[src/rtl/opcode_pkg.sv]
// Shared opcode and fetch-state definitions for the 8-bit core.
package opcode_pkg;

    localparam int unsigned OPCODE_W = 4;
    localparam int unsigned INSTR_W  = 8;

    typedef enum logic [OPCODE_W-1:0] {
        OPCODE_NOP = 4'h0,
        OPCODE_LD  = 4'h1,
        OPCODE_ST  = 4'h2,
        OPCODE_ADD = 4'h3,
        OPCODE_SUB = 4'h4,
        OPCODE_AND = 4'h5,
        OPCODE_OR  = 4'h6,
        OPCODE_XOR = 4'h7,
        OPCODE_BR  = 4'hC
    } opcode_t;

    typedef enum logic [2:0] {
        FETCH   = 3'd0,
        DECODE  = 3'd1,
        OPERAND = 3'd2,
        RESOLVE = 3'd3,
        EXEC    = 3'd4
    } fetch_state_t;

    // True when the instruction byte carries the branch opcode in its top nibble.
    function automatic logic is_branch(input logic [INSTR_W-1:0] ir);
        return ir[INSTR_W-1 -: OPCODE_W] == OPCODE_W'(OPCODE_BR);
    endfunction

endpackage

[src/rtl/fetch_sequencer.sv]
// Program counter and instruction-fetch controller.
// Optional: FETCH_SEQ_BRANCH_CNT_EN adds a saturating taken-branch counter output.
module fetch_sequencer
    import opcode_pkg::*;
#(
    parameter int unsigned         ADDR_W    = 8,
    parameter logic [ADDR_W-1:0]   RESET_VEC = '0
) (
    input  logic              clk,
    input  logic              rst,
    output logic              mem_req,
    output logic [ADDR_W-1:0] mem_addr,
    input  logic              mem_ack,
    input  logic [7:0]        mem_rdata,
    output logic [7:0]        instr,
    input  logic              do_branch,
    output logic              instr_valid,
    input  logic              exec_done,
    output logic [ADDR_W-1:0] pc
`ifdef FETCH_SEQ_BRANCH_CNT_EN
    ,
    output logic [7:0]        br_taken_cnt
`endif
);

    fetch_state_t      state_q, state_d;
    logic [ADDR_W-1:0] pc_q, pc_d;
    logic [ADDR_W-1:0] addr_q, addr_d;
    logic [7:0]        instr_q, instr_d;
    logic [7:0]        tgt_q, tgt_d;
    logic              req_q, req_d;
    logic              valid_q, valid_d;
    logic [ADDR_W-1:0] pc_inc1, pc_inc2;
    logic              rd_done;

`ifdef FETCH_SEQ_BRANCH_CNT_EN
    logic [7:0]        br_cnt_q, br_cnt_d;
`endif

    // A read completes only when our own request is outstanding.
    assign rd_done = req_q && mem_ack;
    assign pc_inc1 = pc_q + ADDR_W'(1);
    assign pc_inc2 = pc_q + ADDR_W'(2);

    // State and registered outputs; reset abandons any outstanding read.
    always_ff @(posedge clk) begin
        if (rst) begin
            state_q <= FETCH;
            pc_q    <= RESET_VEC;
            addr_q  <= RESET_VEC;
            instr_q <= 8'h00;
            tgt_q   <= 8'h00;
            req_q   <= 1'b0;
            valid_q <= 1'b0;
        end else begin
            state_q <= state_d;
            pc_q    <= pc_d;
            addr_q  <= addr_d;
            instr_q <= instr_d;
            tgt_q   <= tgt_d;
            req_q   <= req_d;
            valid_q <= valid_d;
        end
    end

    // Next-state, PC update and next values of the registered outputs.
    always_comb begin
        state_d = state_q;
        pc_d    = pc_q;
        instr_d = instr_q;
        tgt_d   = tgt_q;
        valid_d = 1'b0;

        case (state_q)
            FETCH: begin
                if (rd_done) begin
                    instr_d = mem_rdata;
                    state_d = DECODE;
                end
            end
            DECODE: begin
                if (is_branch(instr_q)) begin
                    state_d = OPERAND;
                end else begin
                    valid_d = 1'b1;
                    state_d = EXEC;
                end
            end
            OPERAND: begin
                if (rd_done) begin
                    tgt_d   = mem_rdata;
                    state_d = RESOLVE;
                end
            end
            RESOLVE: begin
                pc_d    = do_branch ? ADDR_W'(tgt_q) : pc_inc2;
                state_d = FETCH;
            end
            EXEC: begin
                if (exec_done) begin
                    pc_d    = pc_inc1;
                    state_d = FETCH;
                end
            end
            default: begin
                state_d = FETCH;
            end
        endcase

        // Request and address follow the state being entered, so both are
        // fixed for the whole time the request is high.
        req_d  = (state_d == FETCH) || (state_d == OPERAND);
        addr_d = (state_d == OPERAND) ? pc_inc1 : pc_d;
    end

`ifdef FETCH_SEQ_BRANCH_CNT_EN
    // Saturating count of branches resolved as taken.
    always_comb begin
        br_cnt_d = br_cnt_q;
        if (state_q == RESOLVE && do_branch && br_cnt_q != 8'hFF) begin
            br_cnt_d = br_cnt_q + 8'd1;
        end
    end

    // Taken-branch counter register.
    always_ff @(posedge clk) begin
        if (rst) begin
            br_cnt_q <= 8'h00;
        end else begin
            br_cnt_q <= br_cnt_d;
        end
    end

    assign br_taken_cnt = br_cnt_q;
`endif

    assign mem_req     = req_q;
    assign mem_addr    = addr_q;
    assign instr       = instr_q;
    assign instr_valid = valid_q;
    assign pc          = pc_q;

endmodule

[config.mk]
export PLATFORM = sky130hd
export DESIGN_NAME = fetch_sequencer
export DESIGN_NICKNAME = d
export VERILOG_FILES = /design/src/rtl/opcode_pkg.sv /design/src/rtl/fetch_sequencer.sv
export SDC_FILE = /design/constraint.sdc
export NUM_CORES = 1
export LEC_CHECK = 0
export CORE_AREA = 2 2 63 65
export DETAILED_ROUTE_END_ITERATION = 8
export DIE_AREA = 0 0 65 67
export DONT_BUFFER_PORTS = 1
export GPL_TIMING_DRIVEN = 0
export PLACE_DENSITY = 0.72
export SLEW_MARGIN = 20
export SYNTH_ARGS = -nofsm -noshare
export SYNTH_HDL_FRONTEND = slang
export SYNTH_SLANG_ARGS = --single-unit
[constraint.sdc]
create_clock -name clk -period 3.4 [get_ports clk]
set_input_delay 0.68 -clock clk [delete_from_list [all_inputs] [get_ports clk]]
set_output_delay 0.68 -clock clk [all_outputs]
set_load 0.02 [all_outputs]
======== Word level (Yosys, flattened, before mapping) ========
Index checks and enable logic that the tools add are counted.
word-level totals
  output and inout bits ................... 26
  register bits after elaboration ......... 37
  logic and storage cells ................. 33
  input port bits ......................... 13
cells by class
  add/subtract/negate cells ............... 2
  bitwise gates (word level) .............. 1
  reductions and logical operators ........ 7
  eq/ne operators ......................... 6
  muxes and demuxes ....................... 10
operators by type and width
  operator                                                                number
  8-bit two-way mux                                                       3
  8-bit one-hot mux with 2 select lines                                   1
  3-bit two-way mux                                                       4
  3-bit one-hot mux with 4 select lines                                   1
  3-bit by 2-bit equality test with 1-bit output (second input constant)  3
  8-bit by 1-bit adder with 8-bit output (second input constant)          1
  8-bit by 2-bit adder with 8-bit output (second input constant)          1
  3-bit zero test                                                         2
  4-bit equality test (second input constant)                             1
  2-bit AND reduction                                                     2
  3-bit by 1-bit equality test with 1-bit output (second input constant)  1
  3-bit equality test (second input constant)                             1
  2-bit OR reduction                                                      1
  1-bit logical AND                                                       1
  1-bit logical OR                                                        1
  1-bit two-way mux                                                       1
  1-bit NOT                                                               1

======== Longest topological paths before layout ========
  depth after elaboration ................. 5
  mapped depth ............................ 7
  depth with buffers taken out ............ 6

======== Worst setup path after synthesis ========
OpenSTA, ideal clock, no wires.
  path kind ............................... flip-flop to flip-flop
  start ................................... register pc_q[2] (netlist: pc[2])
  end ..................................... register addr_q[7] (netlist: mem_addr[7])
  library setup time ...................... 76 ps
  path slack .............................. 1,613 ps
  stages on the path, launching flop included .. 7
  period minus slack after synthesis ...... 1,787 ps
  arrival time ............................ 1,710 ps
  data required time ...................... 3,324 ps
  path buffers ............................ 0
  cells stage by stage .................... dfxtp_1 -> ha_1 -> nand2_1 -> or3_1 -> a311oi_1 -> a21oi_1 -> o22ai_2
on the way
  cells in the longest elaborated chain, start to end .. 4
  elaborated cells on any way between the ends .. 6
  classes of those cells .................. add/sub: 2; mux: 4
ends and longest elaborated chain
  element                                                                                           RTL line                                       source
  start, declared                                                                                   fetch_sequencer.sv:27                          logic [ADDR_W-1:0] pc_q, pc_d;
  start signal, assigned                                                                            fetch_sequencer.sv:57                          pc_q <= pc_d;
  8-bit by 1-bit adder with 8-bit output or 8-bit by 2-bit adder with 8-bit output (tied branches)  fetch_sequencer.sv:42, fetch_sequencer.sv:43
  8-bit two-way mux (on tied branches)                                                              fetch_sequencer.sv:100, fetch_sequencer.sv:96
  8-bit one-hot mux with 2 select lines                                                             fetch_sequencer.sv:74                          case (state_q)
  8-bit two-way mux *                                                                               fetch_sequencer.sv:113                         addr_d = (state_d == OPERAND) ? pc_inc1 : pc_d;
  end signal, assigned                                                                              fetch_sequencer.sv:58                          addr_q <= addr_d;
  end, declared                                                                                     fetch_sequencer.sv:28                          logic [ADDR_W-1:0] addr_q, addr_d;
Every way passes the cells marked *; elsewhere a longest branch is shown, timed or not.
A chain may end at the register's enable or synchronous reset.

======== Worst setup path in the final report ========
Same ends and word-level chain as after synthesis.

==> summary.txt <==
Yosys
  – Synth Warn #: 0
  – Number of enable flip-flop cells after synthesis: 0
  – Netlist area before placement: between 1500 and 2000 um^2
  – Post-synth top area share: 41.93%
  – Syn Nets: 204
  – Synth Register Bits: 37
  – Leading cell types by total area after synthesis: dfxtp_1 (42%), mux2i_1 (10%), nor2_1 (6.6%)
  – Gate count of the mapped netlist: 189
  – Sequential cell area fraction in the yosys report: between 40% and 50%
  – Flip-flop cell with the highest count after synthesis: dfxtp_1
  – Syn avg cell area: approximately 9.3 um^2
  – Post-synth ARST share: 0%
  – Number of distinct library cell variants in the gate-level netlist after synthesis: between 40 and 50
  – Cell type contributing the most total cell area after synthesis: dfxtp_1

Route
  – Average wire per standard cell: 15.23 um
  – Final ANT Viol Nets: 0
  – WL final: between 3000 and 4000 um
  – Vias: roughly 1400
  – Via density per instance: around 5.6
  – Number of iterations in the first detailed-routing pass: 4
  – DR iter-0 viols: 87
  – Final routed DRC violation total: 0

Floorplan
  – Starting density of the core: between 40% and 50%
  – Die Span Y: 67 um
  – Area enclosed by the die boundary: about 4400 um^2
  – Total number of placement rows: 22
  – Width of the chip: 65 um
  – Core area: around 3600 um^2
  – I/O Pins: 39

Worst setup path
  – Critical path endpoint category: flop
  – Cell type of the slowest stage on the worst timing path: dfxtp_1
  – Arr. time, crit path: between 2 and 2.5 ns
  – Worst stage delay on the critical path: 0.63 ns
  – Maximum net fanout on the critical path: 9
  – Count of buffer and inverter cells on the critical path: 0
  – Critical path cell sequence: ha_1, nand2_1, or3_1, a311oi_1, a21oi_1, o22ai_2
  – Delay-heaviest family, CP: flip-flops
  – Worst Path Class, Setup: flop to flop
  – Element type at the critical path start: flop
  – CP Data Required Time: between 3 and 4 ns

Placed design
  – Dpl hpwl: roughly 2800 um
  – PortBufs: 0
  – Last weighted congestion value of the routability-driven placer: around 0.93
  – Cell total after placement: between 200 and 250
  – Setup slack at placement: ~1.4 ns

Final layout
  – Synthesis-to-layout area growth: 9.703%
  – Final std cells w/o fill: between 200 and 250
  – Count of nets after finishing: around 210
  – Commonest non-fill, non-tap cells in the layout: dfxtp_1 (37), nor2_1 (31), mux2i_1 (18), a21oi_1 (10), nand2_1 (9)
  – Share of cells above drive strength 1: around 15%
  – Diode count: 0
  – Most frequent standard cell in the layout excluding fill and tap cells: dfxtp_1

GRT
  – Via count of the first global-routing pass: 1281
  – Overall fraction of global-route tracks in use: between 10% and 20%
  – Remaining Overflow, GRT: 0
  – Largest net degree at the start of global routing: 13
  – First-pass GRT wire length: roughly 6100 um
  – Initial antenna violation count: 0

Timing
  – Maximum operating frequency: slightly below 500 MHz
  – Final Max Slew Viols: 0
  – Relative slew slack: 63.94%
  – Endpoints failing setup: 0
  – Post-route minimum period: slightly above 2 ns
  – Worst clock skew: 0.01263 ns
  – Min setup slack post-route: approximately 1.4 ns
  – Measured slew at the worst slew-check pin: 0.5408 ns
  – Worst hold slack: approximately 0.5 ns
  – Final Hold Vio Count: 0
  – Final period utilization: about 59%
  – Setup repair after global routing missed its margin: no
  – Total negative slack for setup checks: 0 ns

CTS
  – Clk_lat worst skew: ~0.30 ns
  – Longest Clk Path Bufs: 2
  – Post-CTS Resized: 0
  – Setup fix buffers added after clock tree synthesis: 0
  – CTS tree: yes
  – Clk slew on worst S/H paths: 0.07 ns
  – Post-CTS Hold Fix Bufs: 0
  – Maximum level of the CTS H-tree: 2
  – Clk root buf: clkbuf_8
  – Num CTS Buffers: 5
  – Count of clock tree sinks: 37

Pwr
  – PwrDens: roughly 450 nW/um^2
  – Total power consumption of the routed design: about 0.88 mW
  – Leakage component of the power: roughly 0.72 nW
  – Peak ir drop on the vdd network: 0.0002318 V

Hold path
  – Min-delay worst type: flop to flop

Flow run
  – Number of maximum-capacitance violations: 0

Status
  – Run status: completed
[cell type report]
class | count | area (um^2)
fill | 354 | 1668
buffer | 13 | 85.08
clock buffer | 6 | 72.57
sequential | 37 | 740.7
multi-input combinational | 137 | 933.4
inverter | 2 | 7.507
clock inverter | 2 | 38.79
tap | 48 | 60.06
[worst min-delay path, cell delays in order, from the launching register on]
cell and delay (ns):
dfxtp_1 0.33, mux2i_1 0.07, nor2_1 0.07
[cell families after synthesis]
| group | share of synthesized area, % |
|---|---|
| and+or+nand+nor | 20.33 |
| DFF | 41.93 |
| AOI/OAI and AO/OA | 16.43 |
| buffers and inverters | 5.240 |
| muxes | 10.20 |
| xor gates and xnor gates | 4.461 |
| adders and majority gates | 1.416 |
[Yosys cell counts (3+ instances only)]
cell type,count
buf_4,3
nand3_1,4
xor2_1,4
mux2i_1,18
clkbuf_1,4
or3_1,3
a31oi_1,3
a21o_1,3
nand2_1,9
a21oi_1,10
buf_6,3
xnor2_1,5
nor2_1,31
o32ai_1,3
dfxtp_1,37
o21ai_0,5
a211oi_1,3
a32o_1,3
nand2b_1,6
[registers in the layout (all words and copies together) (netlist names)]
name	cells
pc	8
tgt_q	8
instr	8
mem_addr	8
state_q	3
instr_valid	1
mem_req	1
[metrics by stage]
step                      utilization (%)  area (um^2)
after floorplan                         -         1767
after global placement              50.66         1827
after detailed placement            50.66         1827
after CTS                           53.75         1938
after global routing                53.75         1938
final                               53.75         1938
[worst paths after layout]
path / start / cells after the start / slack (ns) / to
hold / removal: tgt_q[2] / 2 / 0.51 / tgt_q[2]
hold reg to reg: tgt_q[2] / 2 / 0.51 / tgt_q[2]
setup reg to reg: pc[2] / 6 / 1.39 / mem_addr[7]
setup / recovery: pc[2] / 6 / 1.39 / mem_addr[7]
[routing by layer]
metal  part of all wire (%)  GRT usage [%]
met5                      0              0
met4                    1.3          7.181
met3                    5.7          5.405
met2                     50          31.57
met1                     43          21.84
[power breakdown]
group          internal [mW]  total (mW)  switching, mW
logic                 0.0185      0.0462         0.0277
registers              0.441       0.456         0.0145
clock network          0.220       0.375          0.155
Note: power is estimated with default switching activity, not from simulation.
